[src/rtl/my_pipe_pkg.sv]
// Shared constants for the my_pipe arithmetic pipeline.
// The optional valid-tracking path is enabled with MY_PIPE_VALID_EN.
package my_pipe_pkg;

    localparam int DEFAULT_WIDTH = 10;
    localparam int PIPE_LATENCY  = 3;

endpackage

[src/rtl/my_pipe_stage_reg.sv]
// One pipeline register: W bits, synchronous active-high clear.
module my_pipe_stage_reg
    import my_pipe_pkg::*;
#(
    parameter int W = DEFAULT_WIDTH
) (
    input  logic         clk,
    input  logic         rst,
    input  logic [W-1:0] i_d,
    output logic [W-1:0] o_q
);

    logic [W-1:0] r_q;

    always_ff @(posedge clk) begin
        if (rst) begin
            r_q <= '0;
        end else begin
            r_q <= i_d;
        end
    end

    assign o_q = r_q;

endmodule

[src/rtl/my_pipe.sv]
// Three-stage pipeline computing F = ((A + B) + (C - D)) * D, all modulo 2^N.
// Define MY_PIPE_VALID_EN to add in_valid/out_valid tracking alongside the data.
module my_pipe
    import my_pipe_pkg::*;
#(
    parameter int N = DEFAULT_WIDTH
) (
    output logic [N-1:0] F,
    input  logic [N-1:0] A,
    input  logic [N-1:0] B,
    input  logic [N-1:0] C,
    input  logic [N-1:0] D,
    input  logic         clk,
    input  logic         rst
`ifdef MY_PIPE_VALID_EN
    ,
    input  logic         in_valid,
    output logic         out_valid
`endif
);

    logic [N-1:0] w_s1_sum_d;
    logic [N-1:0] w_s1_diff_d;
    logic [N-1:0] w_s1_sum;
    logic [N-1:0] w_s1_diff;
    logic [N-1:0] w_s1_d;
    logic [N-1:0] w_s2_sum_d;
    logic [N-1:0] w_s2_sum;
    logic [N-1:0] w_s2_d;
    logic [N-1:0] w_prod;

    // Every result is N bits wide, so carries and the upper product half drop off.
    assign w_s1_sum_d  = A + B;
    assign w_s1_diff_d = C - D;
    assign w_s2_sum_d  = w_s1_sum + w_s1_diff;
    assign w_prod      = w_s2_sum * w_s2_d;

    my_pipe_stage_reg #(.W(N)) u_s1_sum (
        .clk (clk),
        .rst (rst),
        .i_d (w_s1_sum_d),
        .o_q (w_s1_sum)
    );

    my_pipe_stage_reg #(.W(N)) u_s1_diff (
        .clk (clk),
        .rst (rst),
        .i_d (w_s1_diff_d),
        .o_q (w_s1_diff)
    );

    // D travels with its operand set so stage 3 multiplies by the matching D.
    my_pipe_stage_reg #(.W(N)) u_s1_d (
        .clk (clk),
        .rst (rst),
        .i_d (D),
        .o_q (w_s1_d)
    );

    my_pipe_stage_reg #(.W(N)) u_s2_sum (
        .clk (clk),
        .rst (rst),
        .i_d (w_s2_sum_d),
        .o_q (w_s2_sum)
    );

    my_pipe_stage_reg #(.W(N)) u_s2_d (
        .clk (clk),
        .rst (rst),
        .i_d (w_s1_d),
        .o_q (w_s2_d)
    );

    my_pipe_stage_reg #(.W(N)) u_s3_f (
        .clk (clk),
        .rst (rst),
        .i_d (w_prod),
        .o_q (F)
    );

`ifdef MY_PIPE_VALID_EN
    // Valid is only a tag; the data registers above update every cycle regardless.
    logic [PIPE_LATENCY-1:0] r_valid;

    always_ff @(posedge clk) begin
        if (rst) begin
            r_valid <= '0;
        end else begin
            r_valid <= {r_valid[PIPE_LATENCY-2:0], in_valid};
        end
    end

    assign out_valid = r_valid[PIPE_LATENCY-1];
`endif

endmodule

[config.mk]
export PLATFORM = sky130hd
export DESIGN_NAME = my_pipe
export DESIGN_NICKNAME = d
export VERILOG_FILES = /design/src/rtl/my_pipe_pkg.sv /design/src/rtl/my_pipe_stage_reg.sv /design/src/rtl/my_pipe.sv
export SDC_FILE = /design/constraint.sdc
export NUM_CORES = 1
export LEC_CHECK = 0
export CAP_MARGIN = 25
export CORE_MARGIN = 2
export CORE_UTILIZATION = 54
export DETAILED_ROUTE_END_ITERATION = 8
export MAX_ROUTING_LAYER = met4
export PLACE_DENSITY_LB_ADDON = 0.1
export SKIP_LAST_GASP = 1
export SLEW_MARGIN = 20
export SYNTH_ARGS = -nofsm -noshare
export SYNTH_HDL_FRONTEND = slang
export SYNTH_SLANG_ARGS = --single-unit
[constraint.sdc]
create_clock -name clk -period 9 [get_ports clk]
set_input_delay 2.25 -clock clk [delete_from_list [all_inputs] [get_ports clk]]
set_output_delay 2.25 -clock clk [all_outputs]
set_load 0.01 [all_outputs]
== After elaboration in Yosys (flattened, before gate mapping) ==
Cells that the tools add are included.
Operators by class
  $mul: 1
  add/subtract/negate cells: 3
Operators by type and width (number)
  $add 10x10->10: 2
  $mul 10x10->10: 1
  $sub 10x10->10: 1
Storage, ports and cells
  input port bits: 42
  register bits after elaboration: 60
  output and inout bits: 10

== Logic depth before layout (Yosys ltp) ==
  depth after elaboration: 1
  gate-level depth with buffers: 17
  gate-level depth less buffers: 16

== Modules after synthesis ==
From an unflattened synthesis, not the netlist that was laid out.
Second synthesis, totals
  cells, all modules: 453
  area, all modules: 4179.0 µm²
By module, submodules not included
  my_pipe: seq. area each 0.0 µm², cells an instance 333, instances 1, area each 2602.5 µm²
  my_pipe_stage_reg: seq. area each 200.2 µm², cells an instance 20, instances 6, area each 262.8 µm²

== Worst setup path after synthesis ==
No wires, ideal clock.
  path type: flip-flop to flip-flop
  start: register u_s2_d.r_q[3], in the netlist u_s2_d.o_q[3]
  end: register u_s3_f.r_q[9], in the netlist u_s3_f.o_q[9]
  setup slack: 4.778 ns
  cell stages (with the launch flop): 17
  library setup time: 0.065 ns
  arrival: 4.157 ns
  required time: 8.935 ns
  path buffers: 0
  cell sequence: dfxtp_1 nand2_1 fa_1 inv_1 fa_1 inv_1 fa_1 inv_1 fa_1 inv_1 fa_1 xor2_1 xnor2_1 xnor2_1 xnor2_1 xnor3_1 nor2_1
Between the ends
  longest elaborated chain between the ends: 1
Ends and longest elaborated chain
  from (decl): RTL line my_pipe_stage_reg.sv:13  | logic [W-1:0] r_q;
  from (signal assigned): RTL line my_pipe_stage_reg.sv:19  | r_q <= i_d;
  $mul 10x10->10: RTL line my_pipe.sv:36  | assign w_prod = w_s2_sum * w_s2_d;
  to (signal assigned): RTL line my_pipe_stage_reg.sv:19
  to (decl): RTL line my_pipe_stage_reg.sv:13
No other way between the ends.
A chain may end at the register's enable or synchronous reset.

== Final worst setup path ==
  start: register u_s2_d.r_q[1], in the netlist u_s2_d.o_q[1]
  end: register u_s3_f.r_q[9], in the netlist u_s3_f.o_q[9]
The elaborated chain is that of the path after synthesis.

==> impl_metrics.py <==
metrics = {
    "status": {
        "status": "finished, final reports clean",
    },
    "synthesis": {
        "yosysUniqueCellTypes": 41,
        "synth-main-ff-cell": "dfxtp_1",
        "synth-edff-count": 0,
        "netlist.area_leader.share_pct": 29.4,
        "synth_area_per_cell_um2": 9.01,
        "yosys_warnings": 0,
        "synthCells": 454,
        "async_flop_share_pct": 0,
        "ys_seq_area_share_pct": 29.4,
        "syn-cell-area_mm2": 0.00409,
        "synth_top_area_cell": "dfxtp_1",
        "synth_area_leaders": "dfxtp_1, ha_1, fa_1",
        "synth_nets": 572,
        "ys_ff_latch": 60,
    },
    "layout": {
        "finalNonFillerCells": 610,
        "fin_area_mm2": 0.00492,
        "diodes": 0,
        "layout_common_cells": "dfxtp_1, inv_1, ha_1",
        "nFillCells": 636,
        "fin_util_pct": 67.5,
        "layout-drive-gt1-share_pct": 5.68,
        "syn2layout_area_growth_pct": 20.3,
        "fin_nets": 624,
        "final_common_cell": "dfxtp_1",
    },
    "critical_path": {
        "cp-end-kind": "register",
        "crit_required_ps": 9270,
        "cp-start-kind": "register",
        "critPathArrivalTime_ps": 4800,
        "criticalPathCategory": "reg2reg",
        "path_max_fanout": 9,
    },
    "cts": {
        "tritoncts": "done",
        "post-cts-setup-buffer-count": 0,
        "cts_buffers": 9,
        "clk_latency_ps": 330,
        "cts_sinks": 60,
        "root_buffer": "clkbuf_8",
        "cts_resized": 0,
        "ctsHoldBuffers": 0,
        "clk_path_buf_depth": 2,
        "htreeDepth": 3,
        "clkTransAtPathRegs_ps": 80,
    },
    "floorplanning": {
        "ioPinCount": 52,
        "fp.dieW_um": 91.0,
        "dieArea_mm2": 0.00829,
        "coreArea_mm2": 0.00729,
        "core.rowCount": 31,
        "start_util_pct": 56.1,
        "die_h_um": 91.0,
    },
    "route": {
        "drc": 0,
        "detail_route.first_pass.iterations": 4,
        "vias": 3070,
        "antenna_left": 0,
        "routed_via_density": 5.03,
        "drtIter0Drc": 81,
        "wl_per_cell_um": 12.6,
        "wirelength_mm": 7.67,
    },
    "global_route": {
        "grt_max_degree": 63,
        "grt_pass1_wl_mm": 13.6,
        "antenna_found_initial": 0,
        "grt-ovfl-total": 0,
        "grt_pass1_vias": 3115,
        "grtUsageTotal_pct": 20.8,
    },
    "timing": {
        "worst_slew_pin_slew_ps": 603,
        "final.setup.tns_ps": 0,
        "period_needed_ps": 4530,
        "setup_ws_ps": 4470,
        "period_share_pct": 50.3,
        "rsz0062_at_grt": "no",
        "setup_viol": 0,
        "maxSlewHeadroom_pct": 59.8,
        "slew_violations": 0,
        "clock_skew_ps": 11.0,
        "hold_viol_final": 0,
        "clock.fmax_mhz": 221,
    },
    "hold_path": {
        "hold_class": "reg2reg",
    },
    "placement": {
        "place_inst": 594,
        "io_buffers": 51,
        "place.detailed.hpwl_mm": 6.29,
        "place_congestion": 0.912,
        "pre_cts_slack_ps": 4430,
        "dpl-instance-area_mm2": 0.00467,
    },
    "power": {
        "p_per_area_mw_per_mm2": 161,
        "peakVddDrop_mv": 0.136,
        "leakage_nw": 2.29,
    },
    "flow_run": {
        "cap_violations": 0,
    },
}
-- final timing paths --
| check | end | start | depth (start not counted) | slack [ps] |
|---|---|---|---|---|
| max | u_s3_f.o_q[9]$_SDFF_PP0_ | u_s2_d.o_q[1]$_SDFF_PP0_ | 16 | 4470 |
| min | u_s2_d.o_q[0]$_SDFF_PP0_ | u_s1_d.o_q[0]$_SDFF_PP0_ | 1 | 420 |
| max reg2reg | u_s3_f.o_q[9]$_SDFF_PP0_ | u_s2_d.o_q[1]$_SDFF_PP0_ | 16 | 4470 |
| min reg2reg | u_s2_d.o_q[0]$_SDFF_PP0_ | u_s1_d.o_q[0]$_SDFF_PP0_ | 1 | 420 |
-- registers in the layout, summed over array words and instances, names as in the netlist --
| register | flops |
|---|---|
| u_s1_d.o_q | 10 |
| u_s1_diff.o_q | 10 |
| u_s1_sum.o_q | 10 |
| u_s2_d.o_q | 10 |
| u_s2_sum.o_q | 10 |
| u_s3_f.o_q | 10 |
-- critical path, stage by stage (launching register included) --
cell and delay (ps):
dfxtp_1 500, nand2_1 150, fa_1 490, inv_1 60
fa_1 500, inv_1 50, fa_1 470, inv_1 50
fa_1 530, inv_1 60, fa_1 440, xor2_1 160
xnor2_1 180, xnor2_1 160, xnor2_1 170, xnor3_1 420
nor2_1 90
-- area by class of cell --
class                           count  area, um^2  area share [%]
Clock buffer                        9         124            2.52
Timing Repair Buffer               51         508            10.3
Inverter                           56         210            4.27
Tap cell                           99         124            2.52
Sequential cell                    60        1200            24.4
Clock inverter                      7         124            2.52
Multi-Input combinational cell    328        2630            53.4
-- stage by stage --
stage | power, W | hold slack, ps
2_1_floorplan | 0.000441 | 414
3_3_place_gp | 0.000495 | 419
3_5_place_dp | 0.000501 | 426
4_1_cts | 0.000800 | 431
5_1_grt | 0.000837 | 440
6_report | 0.000790 | 424
-- synth_stat cells, types with 2 or more instances --
library cell and instances:
and2_1 14, ha_1 51, inv_1 56, a31oi_1 2, nor2b_1 26, nand3_1 3
xnor2_2 2, nor2_1 33, xnor2_1 19, dfxtp_1 60, nand2b_1 4, nor3_1 18
xor2_1 10, nand2_2 2, and2_2 5, o21bai_1 2, mux2_2 2, a21boi_0 3
nand2_1 43, a21oi_1 17, or3_1 2, fa_1 25, o21ai_0 12, clkbuf_1 7
o21a_1 15, a21o_1 5, o211ai_1 2
-- cell families (layout without fill, tap and decap cells) --
logic type / count (synthesis) / count (layout) / synth area share, %
and+or+nand+nor: 156 / 156 / 18.8
adders and majority gates: 76 / 76 / 27.8
buffers and inverters: 66 / 123 / 6.36
AOI/OAI and AO/OA: 62 / 62 / 9.51
DFF: 60 / 60 / 29.4
xor gates and xnor gates: 32 / 32 / 7.55
muxes: 2 / 2 / 0.550
-- power by group --
group	internal, W	total (W)	switching (W)	leakage (nW)
Combinational	0.0000921	0.000180	0.0000883	1.67
Sequential	0.000293	0.000313	0.0000206	0.497
Clock	0.000186	0.000296	0.000111	0.120
-- per-layer routing --
| layer | track usage, % | up-vias | part of all wire, % |
|---|---|---|---|
| li1 | - | 1570 | - |
| met4 | 8.46 | 0 | 2.5 |
| met2 | 35.9 | 49 | 51 |
| met1 | 24.2 | 1437 | 44 |
| met3 | 3.15 | 14 | 2.7 |
| met5 | - | - | 0 |
Power figures use the tool's default switching activity.
